File: config.mk
export PLATFORM = sky130hd
export DESIGN_NAME = usb_tx_encoder_flat
export DESIGN_NICKNAME = d
export VERILOG_FILES = /design/src/rtl/usb_tx_encoder_if.sv /design/src/rtl/usb_tx_encoder.sv /design/src/flat_wrapper.sv
export SDC_FILE = /design/constraint.sdc
export NUM_CORES = 1
export LEC_CHECK = 0
export ABC_AREA = 0
export CORE_ASPECT_RATIO = 0.9
export CORE_MARGIN = 5
export CORE_UTILIZATION = 55
export DETAILED_ROUTE_END_ITERATION = 8
export PLACE_DENSITY = 0.82
export SLEW_MARGIN = 20
export SYNTH_ARGS = -nofsm -noshare
export SYNTH_HDL_FRONTEND = slang
export SYNTH_SLANG_ARGS = --single-unit
File: constraint.sdc
create_clock -name clk -period 3.1 [get_ports clk]
set_input_delay 0.31 -clock clk [delete_from_list [all_inputs] [get_ports clk]]
set_output_delay 0.31 -clock clk [all_outputs]
set_load 0.01 [all_outputs]
File: src/rtl/usb_tx_encoder_if.sv
// -----------------------------------------------------------------------------
// usb_tx_encoder_if
//
// Handshake and line bundle between the USB full-speed transmit encoder, its
// transmit FIFO (first-word-fall-through) and the bus pad drivers.
//
// Signals:
//   tx_start       one-cycle request to send a packet
//   fifo_r_data    head byte of the transmit FIFO (valid when fifo_empty=0)
//   fifo_empty     transmit FIFO empty flag
//   fifo_r_enable  one-cycle pop strobe back to the FIFO
//   dplus/dminus   D+/D- line drive
//   tx_busy        packet in flight
//   tx_done        one-cycle pulse when a packet finishes
//
// Modports:
//   master  packet source / FIFO side (drives the request and FIFO head)
//   slave   the encoder itself
// -----------------------------------------------------------------------------
interface usb_tx_encoder_if;
    logic       tx_start;
    logic [7:0] fifo_r_data;
    logic       fifo_empty;
    logic       fifo_r_enable;
    logic       dplus;
    logic       dminus;
    logic       tx_busy;
    logic       tx_done;

    modport master (
        output tx_start,
        output fifo_r_data,
        output fifo_empty,
        input  fifo_r_enable,
        input  dplus,
        input  dminus,
        input  tx_busy,
        input  tx_done
    );

    modport slave (
        input  tx_start,
        input  fifo_r_data,
        input  fifo_empty,
        output fifo_r_enable,
        output dplus,
        output dminus,
        output tx_busy,
        output tx_done
    );
endinterface

File: src/rtl/usb_tx_encoder.sv
// -----------------------------------------------------------------------------
// usb_tx_encoder
//
// Transmit-side line encoder for the USB full-speed path. On a start request
// it sends SYNC, then every byte the transmit FIFO holds (LSB first), then
// EOP (two bit periods of SE0, one of J) and returns to idle J. All logical
// bits go through bit stuffing (a 0 after six consecutive 1s) and NRZI
// (0 toggles J<->K, 1 holds the line).
//
// Optional feature (compile-time macro TX_CRC16_EN):
//   When defined, a CRC16 (poly 0x8005, init 0xFFFF, LSB-first) over the
//   payload is kept and its ones-complement is sent LSB first, stuffed and
//   NRZI-encoded, between the payload and EOP. When undefined there is no
//   CRC state or logic at all.
//
// Parameters:
//   CLKS_PER_BIT  clock cycles per USB bit period (>= 4)
//
// Ports:
//   clk    system clock
//   n_rst  asynchronous active-low reset (forces idle J at once, no EOP)
//   bus    usb_tx_encoder_if.slave: tx_start, fifo_r_data, fifo_empty in;
//          fifo_r_enable, dplus, dminus, tx_busy, tx_done out
// -----------------------------------------------------------------------------
module usb_tx_encoder #(
    parameter int CLKS_PER_BIT = 8
) (
    input  logic             clk,
    input  logic             n_rst,
    usb_tx_encoder_if.slave  bus
);

    localparam int                CNT_W    = $clog2(CLKS_PER_BIT);
    localparam logic [CNT_W-1:0]  CNT_LAST = CNT_W'(CLKS_PER_BIT - 1);

    // The state names the kind of bit currently on the line.
    typedef enum logic [2:0] {
        S_IDLE,
        S_SYNC,
        S_DATA,
`ifdef TX_CRC16_EN
        S_CRC,
`endif
        S_EOP_SE0,
        S_EOP_J
    } state_t;

    state_t           r_state;
    logic [CNT_W-1:0] r_clk_cnt;      // cycle within the current bit period
    logic [3:0]       r_bit_idx;      // index of the current non-stuffed bit in its field
    logic [2:0]       r_ones;         // consecutive logical 1s emitted
    logic [7:0]       r_shift;        // remaining bits of the SYNC/data byte, LSB next
    logic             r_dplus;
    logic             r_dminus;
    logic             r_fifo_r_enable;
    logic             r_tx_busy;
    logic             r_tx_done;
`ifdef TX_CRC16_EN
    logic [15:0]      r_crc;

    // Reflected form of poly 0x8005 (0xA001): feeding data LSB first into a
    // right-shifting register is the bit-reversed image of the textbook
    // MSB-first division, so the register's LSB is the first CRC bit to send.
    function automatic logic [15:0] crc16_byte(input logic [15:0] crc,
                                               input logic [7:0]  data);
        logic [15:0] c;
        c = crc;
        for (int i = 0; i < 8; i++) begin
            c = (c[0] ^ data[i]) ? ((c >> 1) ^ 16'hA001) : (c >> 1);
        end
        return c;
    endfunction
`endif

    logic       w_bit_end;     // last cycle of a bit period: the line may change on this edge
    logic       w_stuff;       // next bit period carries a stuffed 0
    logic       w_bit;         // logical bit emitted at the next bit boundary
    logic       w_level_next;  // NRZI line level (1 = J) for w_bit
    logic [2:0] w_ones_next;

    assign w_bit_end = (r_clk_cnt == CNT_LAST);

    // Selects the next logical bit. It must follow the same branch choice as
    // the sequential block below, which decides where that bit comes from.
    always_comb begin
        // NOTE: every signal written here gets a default first, so no path
        // leaves it unassigned and no latch is inferred.
        w_stuff = 1'b0;
        w_bit   = 1'b0;                 // also the first SYNC bit when leaving IDLE
        case (r_state)
            S_SYNC, S_DATA: begin
                w_stuff = (r_ones == 3'd6);
                if (r_bit_idx != 4'd7) begin
                    w_bit = r_shift[0];
                end else if (!bus.fifo_empty) begin
                    w_bit = bus.fifo_r_data[0];   // first bit of the next byte
                end
`ifdef TX_CRC16_EN
                else begin
                    w_bit = ~r_crc[0];            // first CRC bit
                end
`endif
            end
`ifdef TX_CRC16_EN
            S_CRC: begin
                w_stuff = (r_ones == 3'd6);
                w_bit   = ~r_crc[0];
            end
`endif
            default: ;
        endcase
        if (w_stuff) begin
            w_bit = 1'b0;
        end
        // Outside SE0 the D+ register is the current line level (J = 1).
        w_level_next = w_bit ? r_dplus : ~r_dplus;
        w_ones_next  = w_bit ? (r_ones + 3'd1) : 3'd0;
    end

    // NOTE: the asynchronous reset branch lets n_rst drop the line to idle J
    // in the same cycle, without waiting for a clock edge.
    always_ff @(posedge clk or negedge n_rst) begin
        if (!n_rst) begin
            r_state         <= S_IDLE;
            r_clk_cnt       <= '0;
            r_bit_idx       <= '0;
            r_ones          <= '0;
            r_shift         <= '0;
            r_dplus         <= 1'b1;
            r_dminus        <= 1'b0;
            r_fifo_r_enable <= 1'b0;
            r_tx_busy       <= 1'b0;
            r_tx_done       <= 1'b0;
`ifdef TX_CRC16_EN
            r_crc           <= 16'hFFFF;
`endif
        end else begin
            // NOTE: state is updated with non-blocking assignments so every
            // branch reads the pre-edge values; later assignments to the same
            // register within this block win.
            r_fifo_r_enable <= 1'b0;
            r_tx_done       <= 1'b0;

            if (r_state == S_IDLE) begin
                if (bus.tx_start) begin
                    // The first SYNC bit (a 0) goes out on this edge.
                    r_state   <= S_SYNC;
                    r_tx_busy <= 1'b1;
                    r_clk_cnt <= '0;
                    r_bit_idx <= '0;
                    r_shift   <= 8'h40;   // 0x80 with bit 0 already on the line
                    r_dplus   <= w_level_next;
                    r_dminus  <= ~w_level_next;
                    r_ones    <= 3'd0;
`ifdef TX_CRC16_EN
                    r_crc     <= 16'hFFFF;
`endif
                end
            end else if (!w_bit_end) begin
                r_clk_cnt <= r_clk_cnt + CNT_W'(1);
            end else begin
                r_clk_cnt <= '0;
                if (w_stuff) begin
                    // Stuffed 0: bit index and shift register stay put.
                    r_dplus  <= w_level_next;
                    r_dminus <= ~w_level_next;
                    r_ones   <= w_ones_next;
                end else begin
                    case (r_state)
                        S_SYNC, S_DATA: begin
                            if (r_bit_idx != 4'd7) begin
                                r_bit_idx <= r_bit_idx + 4'd1;
                                r_shift   <= r_shift >> 1;
                                r_dplus   <= w_level_next;
                                r_dminus  <= ~w_level_next;
                                r_ones    <= w_ones_next;
                            end else if (!bus.fifo_empty) begin
                                // Seamless load of the next byte; bit 0 goes
                                // straight out and the byte is popped.
                                r_state         <= S_DATA;
                                r_bit_idx       <= '0;
                                r_shift         <= {1'b0, bus.fifo_r_data[7:1]};
                                r_fifo_r_enable <= 1'b1;
                                r_dplus         <= w_level_next;
                                r_dminus        <= ~w_level_next;
                                r_ones          <= w_ones_next;
`ifdef TX_CRC16_EN
                                r_crc           <= crc16_byte(r_crc, bus.fifo_r_data);
`endif
                            end else begin
`ifdef TX_CRC16_EN
                                r_state   <= S_CRC;
                                r_bit_idx <= '0;
                                r_crc     <= r_crc >> 1;
                                r_dplus   <= w_level_next;
                                r_dminus  <= ~w_level_next;
                                r_ones    <= w_ones_next;
`else
                                r_state   <= S_EOP_SE0;
                                r_bit_idx <= '0;
                                r_ones    <= '0;
                                r_dplus   <= 1'b0;
                                r_dminus  <= 1'b0;
`endif
                            end
                        end
`ifdef TX_CRC16_EN
                        S_CRC: begin
                            if (r_bit_idx != 4'd15) begin
                                r_bit_idx <= r_bit_idx + 4'd1;
                                r_crc     <= r_crc >> 1;
                                r_dplus   <= w_level_next;
                                r_dminus  <= ~w_level_next;
                                r_ones    <= w_ones_next;
                            end else begin
                                r_state   <= S_EOP_SE0;
                                r_bit_idx <= '0;
                                r_ones    <= '0;
                                r_dplus   <= 1'b0;
                                r_dminus  <= 1'b0;
                            end
                        end
`endif
                        S_EOP_SE0: begin
                            if (r_bit_idx == 4'd0) begin
                                r_bit_idx <= 4'd1;       // second SE0 bit period
                            end else begin
                                r_state   <= S_EOP_J;
                                r_bit_idx <= '0;
                                r_dplus   <= 1'b1;
                                r_dminus  <= 1'b0;
                            end
                        end
                        S_EOP_J: begin
                            r_state   <= S_IDLE;
                            r_tx_busy <= 1'b0;
                            r_tx_done <= 1'b1;
                        end
                        default: begin
                            r_state <= S_IDLE;
                        end
                    endcase
                end
            end
        end
    end

    assign bus.dplus         = r_dplus;
    assign bus.dminus        = r_dminus;
    assign bus.fifo_r_enable = r_fifo_r_enable;
    assign bus.tx_busy       = r_tx_busy;
    assign bus.tx_done       = r_tx_done;

endmodule

File: src/flat_wrapper.sv
// flat-port wrapper written by rule: the top's interface ports become plain ports
module usb_tx_encoder_flat 
#(
    parameter int CLKS_PER_BIT = 8
)
  (clk, n_rst, bus_tx_start, bus_fifo_r_data, bus_fifo_empty, bus_fifo_r_enable, bus_dplus, bus_dminus, bus_tx_busy, bus_tx_done);
  usb_tx_encoder_if bus_i ();
  input  logic clk;
  input  logic n_rst;
  input wire logic [$bits(bus_i.tx_start)-1:0] bus_tx_start;
  input wire logic [$bits(bus_i.fifo_r_data)-1:0] bus_fifo_r_data;
  input wire logic [$bits(bus_i.fifo_empty)-1:0] bus_fifo_empty;
  output wire logic [$bits(bus_i.fifo_r_enable)-1:0] bus_fifo_r_enable;
  output wire logic [$bits(bus_i.dplus)-1:0] bus_dplus;
  output wire logic [$bits(bus_i.dminus)-1:0] bus_dminus;
  output wire logic [$bits(bus_i.tx_busy)-1:0] bus_tx_busy;
  output wire logic [$bits(bus_i.tx_done)-1:0] bus_tx_done;
  assign bus_i.tx_start = bus_tx_start;
  assign bus_i.fifo_r_data = bus_fifo_r_data;
  assign bus_i.fifo_empty = bus_fifo_empty;
  assign bus_fifo_r_enable = bus_i.fifo_r_enable;
  assign bus_dplus = bus_i.dplus;
  assign bus_dminus = bus_i.dminus;
  assign bus_tx_busy = bus_i.tx_busy;
  assign bus_tx_done = bus_i.tx_done;
  usb_tx_encoder #(.CLKS_PER_BIT(CLKS_PER_BIT)) u_core (.clk(clk), .n_rst(n_rst), .bus(bus_i));
endmodule
# Yosys cells after proc, flatten, opt, wreduce, memory -nomap -nowiden
# Cells that the tools add are included.
# W data, S select, Z words.
word_totals:
  register_bits: 26
  elab_cells: 112
  in_bits: 12
  out_inout_bits: 5
op_classes:
  add_sub_neg: 3
  muxes: 69
  n_bitwise: 2
  eq_ne: 13
  reduce_logical: 15
ops:
  columns: ["cell", "count"]
  rows:
  - ["$mux W8", 7]
  - ["$mux W3", 16]
  - ["$mux W1", 37]
  - ["$mux W4", 5]
  - ["$reduce_and A4 Y1", 3]
  - ["$reduce_and A5 Y1", 2]
  - ["$eq A3 B3 Y1 const B", 3]
  - ["$pmux W4 S2", 1]
  - ["$add A3 B1 Y3 const B", 2]
  - ["$eq A3 B2 Y1 const B", 2]
  - ["$ne A3 B2 Y1 const B", 2]
  - ["$pmux W3 S2", 1]
  - ["$reduce_bool A2 Y1", 3]
  - ["$reduce_bool A3 Y1", 2]
  - ["$add A4 B1 Y4 const B", 1]
  - ["$logic_not A4 Y1", 1]
  - ["$ne A2 B2 Y1 const B", 2]
  - ["$ne A4 B2 Y1 const B", 1]
  - ["$ne A4 B3 Y1 const B", 1]
  - ["$pmux W1 S2", 2]
  - ["$reduce_bool A4 Y1", 1]
  - ["$eq A3 B1 Y1 const B", 1]
  - ["$logic_not A3 Y1", 1]
  - ["$ne A3 B1 Y1 const B", 1]
  - ["other kinds (3)", 4]

# Longest topological paths before layout
depth:
  word_depth: 12
  ltp_mapped: 8

# Worst setup path after synthesis
# No wires, ideal clock.
synth_timing:
  kind: "reg2reg"
  startpoint: "register u_core.r_clk_cnt[0]"
  endpoint: "register u_core.r_shift[0]"
  t_arrival_ns: 1.930
  setup_slack_ns: 1.045
  period_less_slack_ns: 2.055
  stages_incl_launch_ff: 9
  required_ns: 2.975
  setup_ns: 0.125
  path_cell_list: "dfrtp_1 ha_1 ha_1 buf_2 mux2i_1 o21ai_0 nand2_1 a211oi_4 mux2_2"
synth_via:
  elab_chain_len: 3
synth_lines:
  columns: ["element", "line", "rtl"]
  rows:
  - ["from (decl)", "usb_tx_encoder.sv:49", "logic [CNT_W-1:0] r_clk_cnt;"]
  - ["from (signal assigned)", "usb_tx_encoder.sv:160", "r_clk_cnt <= r_clk_cnt + CNT_W'(1);"]
  - ["$eq A3 B3 Y1", "usb_tx_encoder.sv:81", "assign w_bit_end = (r_clk_cnt == CNT_LAST);"]
  - ["$reduce_bool A2 Y1 (no source line)", null, null]
  - ["$reduce_and A5 Y1 (no source line)", null, null]
  - ["to (signal assigned)", "usb_tx_encoder.sv:173", "r_shift <= r_shift >> 1;"]
  - ["to (signal assigned)", "usb_tx_encoder.sv:182", "r_shift <= {1'b0, bus.fifo_r_data[7:1]};"]
  - ["to (decl)", "usb_tx_encoder.sv:52", "logic [7:0] r_shift;"]
# No other way between the ends.
# A chain may end at the register's enable or synchronous reset.

# Final worst setup path
layout_timing:
  startpoint: "register u_core.r_clk_cnt[0]"
  endpoint: "register u_core.r_shift[5]"
# The elaborated chain is that of the path after synthesis.

==> reports/qor.yml <==
r2r_setup_slack_ns: 0.71
timing.final.crit_share_pct: 77.2
diodes: 0
clkLatencyLatePin_ns: 0.33
required_ns: 3.33
cts_setup_buffers: 0
power_leakage_nw: 0.711
netlist.area_leader.share_pct: 40.4
cts_buffers: 3
nFillCells: 201
drtIter0Drc: 59
path_class: "reg -> reg"
status: "completed"
die_h_um: 59.3
synth-main-ff-cell: "dfrtp_1"
syn2layout_area_growth_pct: 13.6
gp_congestion: 0.851
place_hpwl_um: 2160
final-hold-violation-count: 0
async_flop_share_pct: 100
drc: 0
yosysSeqAreaShare_pct: 42.2
antenna_found_initial: 0
p_seq_share_pct: 45.0
grt-ovfl-total: 0
io_buffers: 16
cp.arrival_ns: 2.62
track_usage_pct: 16.9
ir_worst_vdd_mv: 0.479
core_area_um2: 2510
yosys_warnings: 0
route.antenna.remaining_nets: 0
yosys.area_share.simple_pct: 21.7
ys_ff_latch: 25
final_nets: 193
die-area_um2: 3840
grt_pass1_wl_um: 5110
setup-tns-final_ns: 0
synth_edf_count: 0
cts_resized: 0
grt_pass1_vias: 1154
power.total_w: 0.00134
place_inst: 198
cts-htree-levels: 1
cts_sinks: 25
syn_area_per_cell_um2: 9.34
synth_xor_area_share_pct: 1.77
relSlewSlack_pct: 65.9
syn-num-nets: 177
p_per_area_nw_per_um2: 794
synth.most_common_cell: "nand2_1"
fp.dieW_um: 64.8
instances_no_fill: 202
yosys.area_share.adder_pct: 5.05
r2r_start: "u_core.r_clk_cnt[0]"
p_int_w: 0.000768
reg2reg_depth: 7
fin_worst_skew_ns: 0.00999
drt-pass1-iter-count: 4
switching_power_w: 0.000571
r2r-end: "u_core.r_shift[5]"
multi_input_area_um2: 785
setup_viol: 0
rows: 17
synth_top_family_by_area: "simple AND/OR/NAND/NOR gates"
worstSetupStartpointType: "flip-flop"
worstMarginPinSlew_ns: 0.507
synth_top_cells_by_count: "nand2_1, dfrtp_1, a21oi_1, o21ai_0, inv_1"
rsz0062_at_grt: "no"
muxShareOfSynthArea_pct: 7.25
synthCells: 159
synth.cell_area_um2: 1490
drive_gt1_share_pct: 12.1
hold_class: "in -> async"
synth_compound_area_share_pct: 17.0
hold_buffers: 0
clk_path_buf_depth: 2
ios: 17
layout.area.seq_um2: 627
cts.root.buffer_cell: "clkbuf_4"
wl_um: 3010
final.min_clock_period_ns: 2.39
p_sw_share_pct: 42.6
comb_power_share_pct: 44.0
grt_max_degree: 26
cts_tree: "yes"
worstSetupEndpointType: "flip-flop"
clk_pin_slew_ns: 0.14
fmax_mhz: 418
vias: 1219
maxCapViolations: 0
startpoint: "u_core.r_clk_cnt[0]"
crit_end: "u_core.r_shift[5]"
routedWlPerCell_um: 14.9
maxSlewViolCount: 0
synthTopCellsByArea: "dfrtp_1, nand2_1, ha_1"
synth_top_cell_by_area: "dfrtp_1"
synthDistinctLibCells: 39
via_per_inst: 6.03
start_util_pct: 59.2
crit_fanout: 9
pwr-share-clk_pct: 11.0
-- flip-flops by register name, summed over array words and instances, names as in the netlist --
register	count
u_core.r_shift	7
u_core.r_bit_idx	4
u_core.r_clk_cnt	3
u_core.r_ones	3
u_core.r_state	3
u_core.bus.dminus	1
u_core.bus.dplus	1
u_core.bus.fifo_r_enable	1
u_core.bus.tx_busy	1
u_core.bus.tx_done	1
-- cells in the final DEF (no fill, tap or decap), drive strengths merged --
master,n
xnor2,2
nor2,6
a31oi,2
and3b,1
ha,6
a211oi,1
a21oi,12
clkbuf,3
o31ai,2
and2,1
clkinv,1
clkdlybuf4s50,16
nor3,3
nand3,3
nand2b,2
o21ai,12
nand2,30
a32oi,1
buf,2
mux2,6
or4b,1
mux2i,4
xor2,1
o22ai,1
dfrtp,24
nand4,2
a2111oi,1
dfstp,1
inv,10
nand3b,6
nor4,4
o41ai,1
a22o,2
or3,1
nand4b,1
or2,1
o32ai,1
-- how the worst min path moves through the flow --
stage,startpoint,end,slack (ns),cells past startpoint
floorplan,n_rst,u_core.bus.dminus,0.01,0
global placement,u_core.r_clk_cnt[0],u_core.r_clk_cnt[0],0.48,1
detailed placement,u_core.r_clk_cnt[0],u_core.r_clk_cnt[0],0.48,1
CTS,n_rst,u_core.r_shift[6],0.34,2
global route,n_rst,u_core.r_state[0],0.35,2
finish,n_rst,u_core.r_shift[6],0.33,2
-- power groups by stage --
stage                     sequential [W]  clock, W  combinational (W)
final                           0.000602  0.000148           0.000589
after global routing            0.000623  0.000169           0.000660
after CTS                       0.000598  0.000151           0.000592
after detailed placement        0.000606         0           0.000586
after global placement          0.000595         0           0.000563
after floorplan                 0.000533         0           0.000501
-- critical path: stages (launching register included) --
cell and delay (ns):
dfrtp_1 0.40, ha_1 0.16, ha_1 0.33, mux2i_1 0.12, o21ai_0 0.17, nand2_1 0.25, a211oi_4 0.48, mux2_2 0.39
-- cells by family after synthesis --
| group | after synthesis |
|---|---|
| simple gates | 62 |
| compound gates | 36 |
| flops | 25 |
| buf+inv | 17 |
| mux | 10 |
| fa+ha+maj | 6 |
| xor+xnor | 3 |
-- metrics by stage --
| step | instance area [µm²] | setup slack (ns) | hold WS (ns) | util [%] |
|---|---|---|---|---|
| 2_1_floorplan | 1490 | 1.04 | 0.0144 | - |
| 3_3_place_gp | 1660 | 0.755 | 0.477 | 66.1 |
| 3_5_place_dp | 1660 | 0.682 | 0.485 | 66.1 |
| 4_1_cts | 1690 | 0.700 | 0.343 | 67.2 |
| 5_1_grt | 1690 | 0.522 | 0.352 | 67.2 |
| 6_report | 1690 | 0.705 | 0.325 | 67.2 |
-- per-layer routing --
metal | wire length, µm | up-vias | global-route usage (%)
li1 | - | 589 | -
met1 | 1410 | 590 | 22.5
met2 | 1390 | 35 | 27.6
met3 | 167 | 5 | 3.04
met4 | 42 | 0 | 6.63
met5 | 0 | - | 0
-- area by class of cell --
| cell class | instances | area share (%) |
|---|---|---|
| Multi-Input combinational cell | 117 | 46.5 |
| Sequential cell | 25 | 37.2 |
| Timing Repair Buffer | 18 | 10.4 |
| Inverter | 10 | 2.23 |
| Tap cell | 28 | 2.08 |
| Clock buffer | 3 | 1.34 |
| Clock inverter | 1 | 0.297 |
Power figures use the tool's default switching activity.
